===== config.mk =====
export PLATFORM = sky130hd
export DESIGN_NAME = bp_dma_stride_engine_flat
export DESIGN_NICKNAME = d
export VERILOG_FILES = /design/src/rtl/bp_dma_stride_engine_if.sv /design/src/rtl/bp_dma_stride_engine.sv /design/src/flat_wrapper.sv
export SDC_FILE = /design/constraint.sdc
export NUM_CORES = 2
export LEC_CHECK = 0
export ABC_AREA = 1
export CORE_AREA = 3 3 368 370
export DETAILED_ROUTE_END_ITERATION = 8
export DIE_AREA = 0 0 371 373
export GPL_ROUTABILITY_DRIVEN = 0
export PLACE_DENSITY_LB_ADDON = 0.2
export SYNTH_ARGS = -nofsm -noshare
export SYNTH_HDL_FRONTEND = slang
export SYNTH_SLANG_ARGS = --single-unit

===== constraint.sdc =====
create_clock -name clk_i -period 9.64 [get_ports clk_i]
set_input_delay 1.928 -clock clk_i [delete_from_list [all_inputs] [get_ports clk_i]]
set_output_delay 1.928 -clock clk_i [all_outputs]
set_load 0.02 [all_outputs]

===== src/rtl/bp_dma_stride_engine_if.sv =====
// Descriptor, read/write stream and status signals of the 2D stride copy engine.
// The slave modport is the engine's view; master is the environment's view.
interface bp_dma_stride_engine_if #(
  parameter int unsigned paddr_width_p = 40,
  parameter int unsigned data_width_p  = 128,
  parameter int unsigned len_width_p   = 16
);
  logic [paddr_width_p-1:0] cfg_src_addr_i;
  logic [paddr_width_p-1:0] cfg_dst_addr_i;
  logic [len_width_p-1:0]   cfg_len_i;
  logic [len_width_p-1:0]   cfg_rows_i;
  logic [paddr_width_p-1:0] cfg_src_stride_i;
  logic [paddr_width_p-1:0] cfg_dst_stride_i;
  logic                     cfg_v_i;
  logic                     cfg_ready_and_o;
  logic                     abort_i;

  logic [paddr_width_p-1:0] rd_addr_o;
  logic                     rd_v_o;
  logic                     rd_ready_and_i;
  logic [data_width_p-1:0]  rd_data_i;
  logic                     rd_v_i;
  logic                     rd_ready_and_o;

  logic [paddr_width_p-1:0] wr_addr_o;
  logic [data_width_p-1:0]  wr_data_o;
  logic                     wr_v_o;
  logic                     wr_ready_and_i;
  logic                     wr_ack_v_i;

  logic                     busy_o;
  logic                     done_o;
  logic                     aborted_o;
  logic                     err_o;

  modport slave (
    input  cfg_src_addr_i, cfg_dst_addr_i, cfg_len_i, cfg_rows_i,
    input  cfg_src_stride_i, cfg_dst_stride_i, cfg_v_i, abort_i,
    output cfg_ready_and_o,
    output rd_addr_o, rd_v_o, rd_ready_and_o,
    input  rd_ready_and_i, rd_data_i, rd_v_i,
    output wr_addr_o, wr_data_o, wr_v_o,
    input  wr_ready_and_i, wr_ack_v_i,
    output busy_o, done_o, aborted_o, err_o
  );

  modport master (
    output cfg_src_addr_i, cfg_dst_addr_i, cfg_len_i, cfg_rows_i,
    output cfg_src_stride_i, cfg_dst_stride_i, cfg_v_i, abort_i,
    input  cfg_ready_and_o,
    input  rd_addr_o, rd_v_o, rd_ready_and_o,
    output rd_ready_and_i, rd_data_i, rd_v_i,
    input  wr_addr_o, wr_data_o, wr_v_o,
    output wr_ready_and_i, wr_ack_v_i,
    input  busy_o, done_o, aborted_o, err_o
  );
endinterface


===== src/rtl/bp_dma_stride_engine.sv =====
// 2D strided memory-to-memory copy engine: bounded outstanding reads, credit-reserved
// beat buffer, write-ack tracking, abort and sticky aborted/error status.
module bp_dma_stride_engine #(
  parameter int unsigned paddr_width_p     = 40,
  parameter int unsigned data_width_p      = 128,
  parameter int unsigned len_width_p       = 16,
  parameter int unsigned max_outstanding_p = 4,
  parameter int unsigned buf_els_p         = 8
) (
  input  logic                 clk_i,
  input  logic                 reset_n_i,
  bp_dma_stride_engine_if.slave bus
);
  localparam int unsigned AW         = paddr_width_p;
  localparam int unsigned DW         = data_width_p;
  localparam int unsigned LW         = len_width_p;
  localparam int unsigned TW         = 2 * len_width_p;
  localparam int unsigned OW         = $clog2(max_outstanding_p + 1);
  localparam int unsigned CW         = $clog2(buf_els_p + 1);
  localparam int unsigned PW         = (buf_els_p > 1) ? $clog2(buf_els_p) : 1;
  localparam int unsigned BEAT_BYTES = data_width_p / 8;

  typedef enum logic [1:0] {e_idle, e_run, e_drain, e_done} state_e;

  state_e          state_q;
  logic            cfg_ready_q, busy_q, done_q, aborted_q, err_q, abort_seen_q;
  logic            rd_v_q, wr_v_q;
  logic [LW-1:0]   len_q;
  logic [TW-1:0]   total_q;
  logic [AW-1:0]   src_stride_q, dst_stride_q;
  logic [AW-1:0]   rd_addr_q, rd_base_q, wr_addr_q, wr_base_q;
  logic [LW-1:0]   rd_col_q, wr_col_q;
  logic [TW-1:0]   rd_cnt_q, ack_cnt_q, unacked_q;
  logic [OW-1:0]   os_q;
  logic [CW-1:0]   cnt_q;
  logic [PW-1:0]   wptr_q, rptr_q;
  logic [DW-1:0]   buf_mem [buf_els_p];

  logic            rd_hs, wr_hs, ret_ok, ack_ok, err_evt, push, rd_can_d;
  logic [TW-1:0]   total_d, rd_cnt_d, ack_cnt_d, unacked_d;
  logic [OW-1:0]   os_d;
  logic [CW-1:0]   cnt_d;
  logic [AW-1:0]   rd_addr_d, rd_base_d, wr_addr_d, wr_base_d;
  logic [LW-1:0]   rd_col_d, wr_col_d;
  logic [PW-1:0]   wptr_d, rptr_d;

  // Handshakes, credit counters and the two address walkers.
  always_comb begin
    rd_hs     = rd_v_q & bus.rd_ready_and_i;
    wr_hs     = wr_v_q & bus.wr_ready_and_i;
    ret_ok    = bus.rd_v_i & (os_q != '0);
    ack_ok    = bus.wr_ack_v_i & (unacked_q != '0);
    err_evt   = (bus.rd_v_i & (os_q == '0)) | (bus.wr_ack_v_i & (unacked_q == '0));
    // Returns after abort are accepted but never enter the buffer.
    push      = ret_ok & (state_q == e_run) & ~bus.abort_i;
    total_d   = TW'(bus.cfg_len_i) * TW'(bus.cfg_rows_i);
    os_d      = os_q + OW'(rd_hs) - OW'(ret_ok);
    cnt_d     = cnt_q + CW'(push) - CW'(wr_hs);
    unacked_d = unacked_q + TW'(wr_hs) - TW'(ack_ok);
    ack_cnt_d = ack_cnt_q + TW'(ack_ok);
    rd_cnt_d  = rd_cnt_q + TW'(rd_hs);
    rd_can_d  = (rd_cnt_d < total_q)
              && (32'(os_d) < max_outstanding_p)
              && ((32'(os_d) + 32'(cnt_d)) < buf_els_p);

    rd_addr_d = rd_addr_q;
    rd_base_d = rd_base_q;
    rd_col_d  = rd_col_q;
    if (rd_hs) begin
      if (rd_col_q == (len_q - LW'(1))) begin
        rd_col_d  = '0;
        rd_base_d = rd_base_q + src_stride_q;
        rd_addr_d = rd_base_q + src_stride_q;
      end else begin
        rd_col_d  = rd_col_q + LW'(1);
        rd_addr_d = rd_addr_q + AW'(BEAT_BYTES);
      end
    end

    wr_addr_d = wr_addr_q;
    wr_base_d = wr_base_q;
    wr_col_d  = wr_col_q;
    if (wr_hs) begin
      if (wr_col_q == (len_q - LW'(1))) begin
        wr_col_d  = '0;
        wr_base_d = wr_base_q + dst_stride_q;
        wr_addr_d = wr_base_q + dst_stride_q;
      end else begin
        wr_col_d  = wr_col_q + LW'(1);
        wr_addr_d = wr_addr_q + AW'(BEAT_BYTES);
      end
    end

    wptr_d = wptr_q;
    if (push) wptr_d = (wptr_q == PW'(buf_els_p - 1)) ? '0 : wptr_q + PW'(1);
    rptr_d = rptr_q;
    if (wr_hs) rptr_d = (rptr_q == PW'(buf_els_p - 1)) ? '0 : rptr_q + PW'(1);
  end

  // Beat storage; occupancy is tracked by cnt_q so no reset is needed.
  always_ff @(posedge clk_i) begin
    if (push) buf_mem[wptr_q] <= bus.rd_data_i;
  end

  // Control FSM with registered handshake and status outputs.
  always_ff @(posedge clk_i) begin
    if (!reset_n_i) begin
      state_q      <= e_idle;
      cfg_ready_q  <= 1'b1;
      busy_q       <= 1'b0;
      done_q       <= 1'b0;
      aborted_q    <= 1'b0;
      err_q        <= 1'b0;
      abort_seen_q <= 1'b0;
      rd_v_q       <= 1'b0;
      wr_v_q       <= 1'b0;
      len_q        <= '0;
      total_q      <= '0;
      src_stride_q <= '0;
      dst_stride_q <= '0;
      rd_addr_q    <= '0;
      rd_base_q    <= '0;
      rd_col_q     <= '0;
      wr_addr_q    <= '0;
      wr_base_q    <= '0;
      wr_col_q     <= '0;
      rd_cnt_q     <= '0;
      ack_cnt_q    <= '0;
      unacked_q    <= '0;
      os_q         <= '0;
      cnt_q        <= '0;
      wptr_q       <= '0;
      rptr_q       <= '0;
    end else begin
      os_q      <= os_d;
      cnt_q     <= cnt_d;
      unacked_q <= unacked_d;
      ack_cnt_q <= ack_cnt_d;
      rd_cnt_q  <= rd_cnt_d;
      rd_addr_q <= rd_addr_d;
      rd_base_q <= rd_base_d;
      rd_col_q  <= rd_col_d;
      wr_addr_q <= wr_addr_d;
      wr_base_q <= wr_base_d;
      wr_col_q  <= wr_col_d;
      wptr_q    <= wptr_d;
      rptr_q    <= rptr_d;
      if (err_evt) err_q <= 1'b1;

      case (state_q)
        e_idle: begin
          if (bus.cfg_v_i) begin
            state_q      <= e_run;
            cfg_ready_q  <= 1'b0;
            busy_q       <= 1'b1;
            aborted_q    <= 1'b0;
            abort_seen_q <= 1'b0;
            err_q        <= err_evt;
            len_q        <= bus.cfg_len_i;
            total_q      <= total_d;
            src_stride_q <= bus.cfg_src_stride_i;
            dst_stride_q <= bus.cfg_dst_stride_i;
            rd_addr_q    <= bus.cfg_src_addr_i;
            rd_base_q    <= bus.cfg_src_addr_i;
            rd_col_q     <= '0;
            wr_addr_q    <= bus.cfg_dst_addr_i;
            wr_base_q    <= bus.cfg_dst_addr_i;
            wr_col_q     <= '0;
            rd_cnt_q     <= '0;
            ack_cnt_q    <= '0;
            rd_v_q       <= (total_d != '0);
          end
        end
        e_run: begin
          if (bus.abort_i) begin
            state_q      <= e_drain;
            abort_seen_q <= 1'b1;
            rd_v_q       <= 1'b0;
            wr_v_q       <= 1'b0;
            cnt_q        <= '0;
            wptr_q       <= '0;
            rptr_q       <= '0;
          end else if (ack_cnt_q == total_q) begin
            state_q <= e_drain;
            rd_v_q  <= 1'b0;
            wr_v_q  <= 1'b0;
          end else begin
            rd_v_q <= rd_can_d;
            wr_v_q <= (cnt_d != '0);
          end
        end
        e_drain: begin
          if ((os_q == '0) && (unacked_q == '0)) begin
            state_q   <= e_done;
            done_q    <= 1'b1;
            busy_q    <= 1'b0;
            aborted_q <= abort_seen_q;
          end
        end
        e_done: begin
          state_q     <= e_idle;
          done_q      <= 1'b0;
          cfg_ready_q <= 1'b1;
        end
        default: state_q <= e_idle;
      endcase
    end
  end

  assign bus.cfg_ready_and_o = cfg_ready_q;
  assign bus.rd_addr_o       = rd_addr_q;
  assign bus.rd_v_o          = rd_v_q;
  assign bus.rd_ready_and_o  = 1'b1;
  assign bus.wr_addr_o       = wr_addr_q;
  assign bus.wr_data_o       = buf_mem[rptr_q];
  assign bus.wr_v_o          = wr_v_q;
  assign bus.busy_o          = busy_q;
  assign bus.done_o          = done_q;
  assign bus.aborted_o       = aborted_q;
  assign bus.err_o           = err_q;
endmodule


===== src/flat_wrapper.sv =====
// flat-port wrapper written by rule: the top's interface ports become plain ports
module bp_dma_stride_engine_flat 
#(
  parameter int unsigned paddr_width_p     = 40,
  parameter int unsigned data_width_p      = 128,
  parameter int unsigned len_width_p       = 16,
  parameter int unsigned max_outstanding_p = 4,
  parameter int unsigned buf_els_p         = 8
)
  (clk_i, reset_n_i, bus_cfg_src_addr_i, bus_cfg_dst_addr_i, bus_cfg_len_i, bus_cfg_rows_i, bus_cfg_src_stride_i, bus_cfg_dst_stride_i, bus_cfg_v_i, bus_abort_i, bus_cfg_ready_and_o, bus_rd_addr_o, bus_rd_v_o, bus_rd_ready_and_o, bus_rd_ready_and_i, bus_rd_data_i, bus_rd_v_i, bus_wr_addr_o, bus_wr_data_o, bus_wr_v_o, bus_wr_ready_and_i, bus_wr_ack_v_i, bus_busy_o, bus_done_o, bus_aborted_o, bus_err_o);
  bp_dma_stride_engine_if #(.paddr_width_p(paddr_width_p), .data_width_p(data_width_p), .len_width_p(len_width_p)) bus_i ();
  input  logic clk_i;
  input  logic reset_n_i;
  input wire logic [$bits(bus_i.cfg_src_addr_i)-1:0] bus_cfg_src_addr_i;
  input wire logic [$bits(bus_i.cfg_dst_addr_i)-1:0] bus_cfg_dst_addr_i;
  input wire logic [$bits(bus_i.cfg_len_i)-1:0] bus_cfg_len_i;
  input wire logic [$bits(bus_i.cfg_rows_i)-1:0] bus_cfg_rows_i;
  input wire logic [$bits(bus_i.cfg_src_stride_i)-1:0] bus_cfg_src_stride_i;
  input wire logic [$bits(bus_i.cfg_dst_stride_i)-1:0] bus_cfg_dst_stride_i;
  input wire logic [$bits(bus_i.cfg_v_i)-1:0] bus_cfg_v_i;
  input wire logic [$bits(bus_i.abort_i)-1:0] bus_abort_i;
  output wire logic [$bits(bus_i.cfg_ready_and_o)-1:0] bus_cfg_ready_and_o;
  output wire logic [$bits(bus_i.rd_addr_o)-1:0] bus_rd_addr_o;
  output wire logic [$bits(bus_i.rd_v_o)-1:0] bus_rd_v_o;
  output wire logic [$bits(bus_i.rd_ready_and_o)-1:0] bus_rd_ready_and_o;
  input wire logic [$bits(bus_i.rd_ready_and_i)-1:0] bus_rd_ready_and_i;
  input wire logic [$bits(bus_i.rd_data_i)-1:0] bus_rd_data_i;
  input wire logic [$bits(bus_i.rd_v_i)-1:0] bus_rd_v_i;
  output wire logic [$bits(bus_i.wr_addr_o)-1:0] bus_wr_addr_o;
  output wire logic [$bits(bus_i.wr_data_o)-1:0] bus_wr_data_o;
  output wire logic [$bits(bus_i.wr_v_o)-1:0] bus_wr_v_o;
  input wire logic [$bits(bus_i.wr_ready_and_i)-1:0] bus_wr_ready_and_i;
  input wire logic [$bits(bus_i.wr_ack_v_i)-1:0] bus_wr_ack_v_i;
  output wire logic [$bits(bus_i.busy_o)-1:0] bus_busy_o;
  output wire logic [$bits(bus_i.done_o)-1:0] bus_done_o;
  output wire logic [$bits(bus_i.aborted_o)-1:0] bus_aborted_o;
  output wire logic [$bits(bus_i.err_o)-1:0] bus_err_o;
  assign bus_i.cfg_src_addr_i = bus_cfg_src_addr_i;
  assign bus_i.cfg_dst_addr_i = bus_cfg_dst_addr_i;
  assign bus_i.cfg_len_i = bus_cfg_len_i;
  assign bus_i.cfg_rows_i = bus_cfg_rows_i;
  assign bus_i.cfg_src_stride_i = bus_cfg_src_stride_i;
  assign bus_i.cfg_dst_stride_i = bus_cfg_dst_stride_i;
  assign bus_i.cfg_v_i = bus_cfg_v_i;
  assign bus_i.abort_i = bus_abort_i;
  assign bus_cfg_ready_and_o = bus_i.cfg_ready_and_o;
  assign bus_rd_addr_o = bus_i.rd_addr_o;
  assign bus_rd_v_o = bus_i.rd_v_o;
  assign bus_rd_ready_and_o = bus_i.rd_ready_and_o;
  assign bus_i.rd_ready_and_i = bus_rd_ready_and_i;
  assign bus_i.rd_data_i = bus_rd_data_i;
  assign bus_i.rd_v_i = bus_rd_v_i;
  assign bus_wr_addr_o = bus_i.wr_addr_o;
  assign bus_wr_data_o = bus_i.wr_data_o;
  assign bus_wr_v_o = bus_i.wr_v_o;
  assign bus_i.wr_ready_and_i = bus_wr_ready_and_i;
  assign bus_i.wr_ack_v_i = bus_wr_ack_v_i;
  assign bus_busy_o = bus_i.busy_o;
  assign bus_done_o = bus_i.done_o;
  assign bus_aborted_o = bus_i.aborted_o;
  assign bus_err_o = bus_i.err_o;
  bp_dma_stride_engine #(.paddr_width_p(paddr_width_p), .data_width_p(data_width_p), .len_width_p(len_width_p), .max_outstanding_p(max_outstanding_p), .buf_els_p(buf_els_p)) u_core (.clk_i(clk_i), .reset_n_i(reset_n_i), .bus(bus_i));
endmodule

# Word-level counts from Yosys, hierarchy flattened
# Memories as Yosys holds them, arrays and structs flattened. A register that Yosys moved wholly into a read port is not among the register bits.
# Cells that the tools add are included.
# totals
ff_bits,439
ramBits,1024
in_bits,328
word_cells,158
mem_count,1
# memory_table
memory,depth,word_bits,read_ports,rd_clocked_by_memory_dff,wr,line_no,source
u_core.buf_mem,8,128,1,1,1,bp_dma_stride_engine.sv:37,logic [DW-1:0] buf_mem [buf_els_p];
# classes
n_addsub,18
n_mul,1
n_lt_le_gt_ge,3
n_eq_ne,12
muxes,66
bitwise_logic,10
n_reduce_logical,21
# op_table
operator,count
40-bit two-way mux,16
16-bit two-way mux,8
32-bit two-way mux,4
32-bit by 1-bit adder with 32-bit output,3
40-bit adder,2
"40-bit by 5-bit adder with 40-bit output, second input constant",2
32-bit nonzero test,2
"16-bit by 1-bit adder with 16-bit output, second input constant",2
16-bit equality test,2
32-bit equality test,1
32-bit logical NOT,1
32-bit less-than comparator,1
"32-bit by 4-bit less-than comparator with 1-bit output, second input constant",1
16-bit by 16-bit multiplier with 32-bit output,1
32-bit by 1-bit subtractor with 32-bit output,1
3-bit two-way mux,9
1-bit two-way mux,16
"16-bit by 1-bit subtractor with 16-bit output, second input constant",1
1-bit case mux with 2 select lines,6
3-bit AND reduction,3
1-bit bitwise AND,8
2-bit two-way mux,4
4-bit two-way mux,2
2-bit case mux with 4 select lines,1
22 further kinds,34

# Logic depth before layout (Yosys ltp)
# depth
word_depth,12
depth_mapped,31
depth_no_buf,29

# Least setup slack after synthesis
# OpenSTA, ideal clock, no wires.
# synth_timing
path_type,input -> register
startpoint,input bus_abort_i
endpoint,memory u_core.buf_mem[1][0] (netlist bit) (enable)
setup_ns,0.616
t_arrival_ns,7.706
t_required_ns,9.024
slack_ns,1.318
path_stages,5
n_path_buf,0
path_cell_list,nor2_1 -> nand2_1 -> nor2_1 -> inv_1 -> nor2_1
# synth_between
elab_chain_cells,4
# synth_rtl
element,line_no,source
"start, declared",flat_wrapper.sv:21,input wire logic [$bits(bus_i.abort_i)-1:0] bus_abort_i;
1-bit NOT,bp_dma_stride_engine.sv:55,push = ret_ok & (state_q == e_run) & ~bus.abort_i;
1-bit bitwise AND,bp_dma_stride_engine.sv:55,
1-bit two-way mux,bp_dma_stride_engine.sv:102,if (push) buf_mem[wptr_q] <= bus.rd_data_i;
1-bit two-way mux (implied by the code),bp_dma_stride_engine.sv:102,
"end, declared",bp_dma_stride_engine.sv:37,
# Every way passes these cells.

# Worst setup path in the final report
# layout_timing
startpoint,input bus_cfg_len_i[9]
endpoint,register u_core.rd_v_q (netlist: u_core.bus.rd_v_o)
# layout_between
elab_chain_cells,4
# layout_rtl
element,line_no,source
"start, declared",flat_wrapper.sv:16,input wire logic [$bits(bus_i.cfg_len_i)-1:0] bus_cfg_len_i;
16-bit by 16-bit multiplier with 32-bit output,bp_dma_stride_engine.sv:56,total_d = TW'(bus.cfg_len_i) * TW'(bus.cfg_rows_i);
32-bit nonzero test,bp_dma_stride_engine.sv:171,rd_v_q <= (total_d != '0);
1-bit two-way mux,bp_dma_stride_engine.sv:152,if (bus.cfg_v_i) begin
1-bit case mux with 2 select lines,bp_dma_stride_engine.sv:150,case (state_q)
"end signal, assigned",bp_dma_stride_engine.sv:171,
"end signal, assigned",bp_dma_stride_engine.sv:188,rd_v_q <= rd_can_d;
"end, declared",bp_dma_stride_engine.sv:27,"logic rd_v_q, wr_v_q;"
# Every way passes these cells. The select of a mux whose other input is x is not followed.
# A chain may end at the register's enable or synchronous reset.

==> flow_metrics.py <==
metrics = {
    "outcome": {
        "status": "complete, no violations",
    },
    "global_route": {
        "use_met1_pct": 40.7,
        "grt_use_met3_pct": 6.12,
        "grt_overflow": 0,
        "met2_usage_pct": 50.3,
        "antenna_found_initial": 30,
        "grtUsageTotal_pct": 31.3,
        "grt_pass1_vias": 63100,
        "grt_max_degree": 230,
        "busiest_layer": "met2",
        "grt_pass1_wl_um": 344000,
    },
    "clock_tree": {
        "htreeDepth": 4,
        "clockBufferDepth": 3,
        "cts_num_sinks": 1463,
        "clk_pin_slew_ns": 0.06,
        "cts_resized": 0,
        "holdBufCountCts": 0,
        "numCtsBuffers": 152,
        "postCtsSetupRepairBufs": 0,
        "clock_latency_ns": 0.82,
        "tritoncts": "done",
        "root_buffer": "clkbuf_16",
    },
    "setup_path": {
        "crit_path_top_delay_cell": "clkdlybuf4s50_1",
        "crit_family": "adder cells",
        "slowest_delay_ns": 1.08,
        "reg2reg_depth": 25,
        "worst_setup_path_start_kind": "input port",
        "cp_max_fo": 17,
        "crit_type": "input port to register",
        "cp_num_cells": 25,
        "crit_required_ns": 10.29,
        "timing.rr.end": "u_core.bus.rd_v_o",
        "arrival_ns": 8.36,
        "worstSetupEndpointType": "register",
        "r2r_start": "u_core.bus.rd_v_o",
        "crit_buf_inv": 4,
        "reg2reg_slack_ns": 4.93,
    },
    "route": {
        "final_antenna_net_count": 0,
        "drtIter0Drc": 6590,
        "drt_pass1_iterations": 6,
        "drcViolationCount": 0,
        "vias": 65700,
        "vias_per_cell": 5.75,
        "wl_per_cell_um": 19.4,
        "wirelength_um": 221000,
    },
    "floorplanning": {
        "die_h_um": 373,
        "pin_count": 544,
        "dieArea_mm2": 0.138,
        "die_x_um": 371,
        "num_rows": 134,
        "core_area_mm2": 0.133,
        "start_util_pct": 59.5,
    },
    "sta": {
        "report.final.slew_viol_count": 0,
        "rsz0062_at_grt": "false",
        "finalHoldViolCount": 0,
        "worst_slew_pin_slew_ns": 1.18,
        "fin_skew_ns": 0.0641,
        "max_freq_mhz": 130,
        "fin_crit_sh_pct": 80.1,
        "relSlewSlack_pct": 20.5,
        "final.min_clock_period_ns": 7.72,
        "finalSetupViolCount": 0,
        "fin_setup_tns_ns": 0,
        "fin_ws_ns": 1.92,
    },
    "pwr": {
        "intPower_mw": 14.0,
        "p_seq_share_pct": 32.1,
        "p_switching_mw": 9.74,
        "pwr-share-comb_pct": 44.1,
        "power.leakage_nw": 38.0,
        "vdd.ir_drop.worst_mv": 0.370,
        "clkPwrFrac_pct": 23.9,
        "p_sw_share_pct": 41.0,
        "power.density_mw_per_mm2": 262,
    },
    "placement": {
        "place_area_mm2": 0.0858,
        "io_buffer_count": 542,
        "dp_cells": 11100,
        "dp_hpwl_um": 146000,
        "dpl_worst_slack_ns": 1.27,
    },
    "logic_synthesis": {
        "ys.flop_type": "edfxtp_1",
        "synth_edf_count": 1024,
        "synthArstFlopShare_pct": 0,
        "syn_area_mm2": 0.0792,
        "yosysUniqueCellTypes": 57,
        "synth_nets": 10000,
        "synth-seq-cells": 1463,
        "synthCells": 9200,
        "synth.avg_cell_area_um2": 8.60,
        "seq_area_frac_synth_pct": 49.9,
        "yosysWarnings": 0,
    },
    "final_layout": {
        "area_growth_pct": 14.6,
        "nets": 10300,
        "regArea_mm2": 0.0395,
        "multi_input_area_mm2": 0.0339,
        "fin_area_mm2": 0.0907,
        "fill_cells": 10400,
        "drive_gt1_share_pct": 3.31,
        "layout.cells.non_filler": 11400,
        "fin_util_pct": 68.2,
    },
    "hold_path": {
        "hold_path_class": "register to register",
        "hold-path-endpoint": "u_core.dst_stride_q[35]",
        "min_delay_path_depth": 2,
        "hold_start": "u_core.dst_stride_q[35]",
    },
    "flow_run": {
        "cap_violations": 0,
    },
}
-- worst min-delay path, stage by stage, from the launching register on --
cell     delay (ns)
dfxtp_1        0.32
nor2_1         0.05
nor2_1         0.08
-- layout make-up --
type	count	area share, %
antenna	18	0.0497
clock buffer	191	4.47
clock inverter	73	0.894
inverter	1137	4.74
multi-input combinational	6195	37.3
sequential	1463	43.6
tap	1768	2.44
timing repair buffer	582	6.47
-- worst max-delay path by stage --
stage / start / end / slack [ns]
2_1_floorplan: bus_abort_i / u_core.buf_mem[1][0] / 1.32
3_5_place_dp: bus_cfg_len_i[7] / u_core.bus.rd_v_o / 1.27
3_3_place_gp: bus_cfg_len_i[7] / u_core.bus.rd_v_o / 1.34
4_1_cts: bus_cfg_len_i[9] / u_core.bus.rd_v_o / 2.05
5_1_grt: bus_cfg_len_i[9] / u_core.bus.rd_v_o / 1.56
6_report: bus_cfg_len_i[9] / u_core.bus.rd_v_o / 1.92
-- cell families after synthesis --
logic type               count (synthesis)  synth area share (%)
other                                    1               0.00474
buffers and inverters                 1542                  7.37
XOR/XNOR                               200                  2.26
AND/OR/NAND/NOR                       3990                  20.5
AO/OA/AOI/OAI                         1520                  10.3
adder cells (fa/ha/maj)                484                  9.54
flip-flops                            1463                  49.9
-- per-stage QoR --
stage	power [mW]	hold WS, ns
6_report	23.8	0.484
3_5_place_dp	18.0	0.469
2_1_floorplan	14.9	0.450
3_3_place_gp	17.8	0.459
5_1_grt	25.4	0.511
4_1_cts	23.7	0.484
-- layer usage --
metal | vias up | share of wire, %
met1 | 31100 | 40
li1 | 31000 | -
met4 | 20 | 4.9
met3 | 583 | 8.5
met2 | 2945 | 47
met5 | - | 0.068
-- cells in the final DEF, fill, tap and decap left out, drive strengths merged, types with 162 or more instances in the layout --
master and instances:
clkbuf 191, o21ai 847, ha 285, clkdlybuf4s50 541, nor2 1615, nand2 1644, xor2 162, dfxtp 439
a21oi 312, edfxtp 1024, nand3 462, fa 199, inv 1139
-- Yosys cell counts (161+ instances only) --
cell type | instances | area share, %
a21oi_1 | 312 | 2.0
inv_1 | 1129 | 5.4
nand3_1 | 456 | 2.9
xor2_1 | 161 | 1.8
edfxtp_1 | 1024 | 39
dfxtp_1 | 439 | 11
fa_1 | 199 | 5.0
ha_1 | 285 | 4.5
clkbuf_1 | 336 | 1.6
nor2_1 | 1600 | 7.6
o21ai_0 | 845 | 5.3
nand2_1 | 1636 | 7.8
-- registers in the layout, indices dropped and copies added (netlist names), 2 cells and up --
register	count
u_core.buf_mem	1024
u_core.bus.rd_addr_o	40
u_core.bus.wr_addr_o	40
u_core.dst_stride_q	40
u_core.rd_base_q	40
u_core.src_stride_q	40
u_core.wr_base_q	40
u_core.ack_cnt_q	32
u_core.rd_cnt_q	32
u_core.total_q	32
u_core.unacked_q	32
u_core.len_q	16
u_core.rd_col_q	16
u_core.wr_col_q	16
u_core.cnt_q	4
u_core.os_q	3
u_core.rptr_q	3
u_core.wptr_q	3
u_core.state_q	2
-- power groups by stage --
| stage | combinational (mW) | clock [mW] | sequential, mW |
|---|---|---|---|
| 2_1_floorplan | 7.20 | 0 | 7.70 |
| 3_3_place_gp | 10.1 | 0 | 7.72 |
| 3_5_place_dp | 10.2 | 0 | 7.73 |
| 4_1_cts | 10.3 | 5.75 | 7.60 |
| 5_1_grt | 11.8 | 6.00 | 7.65 |
| 6_report | 10.5 | 5.68 | 7.62 |
Power figures use the tool's default switching activity.
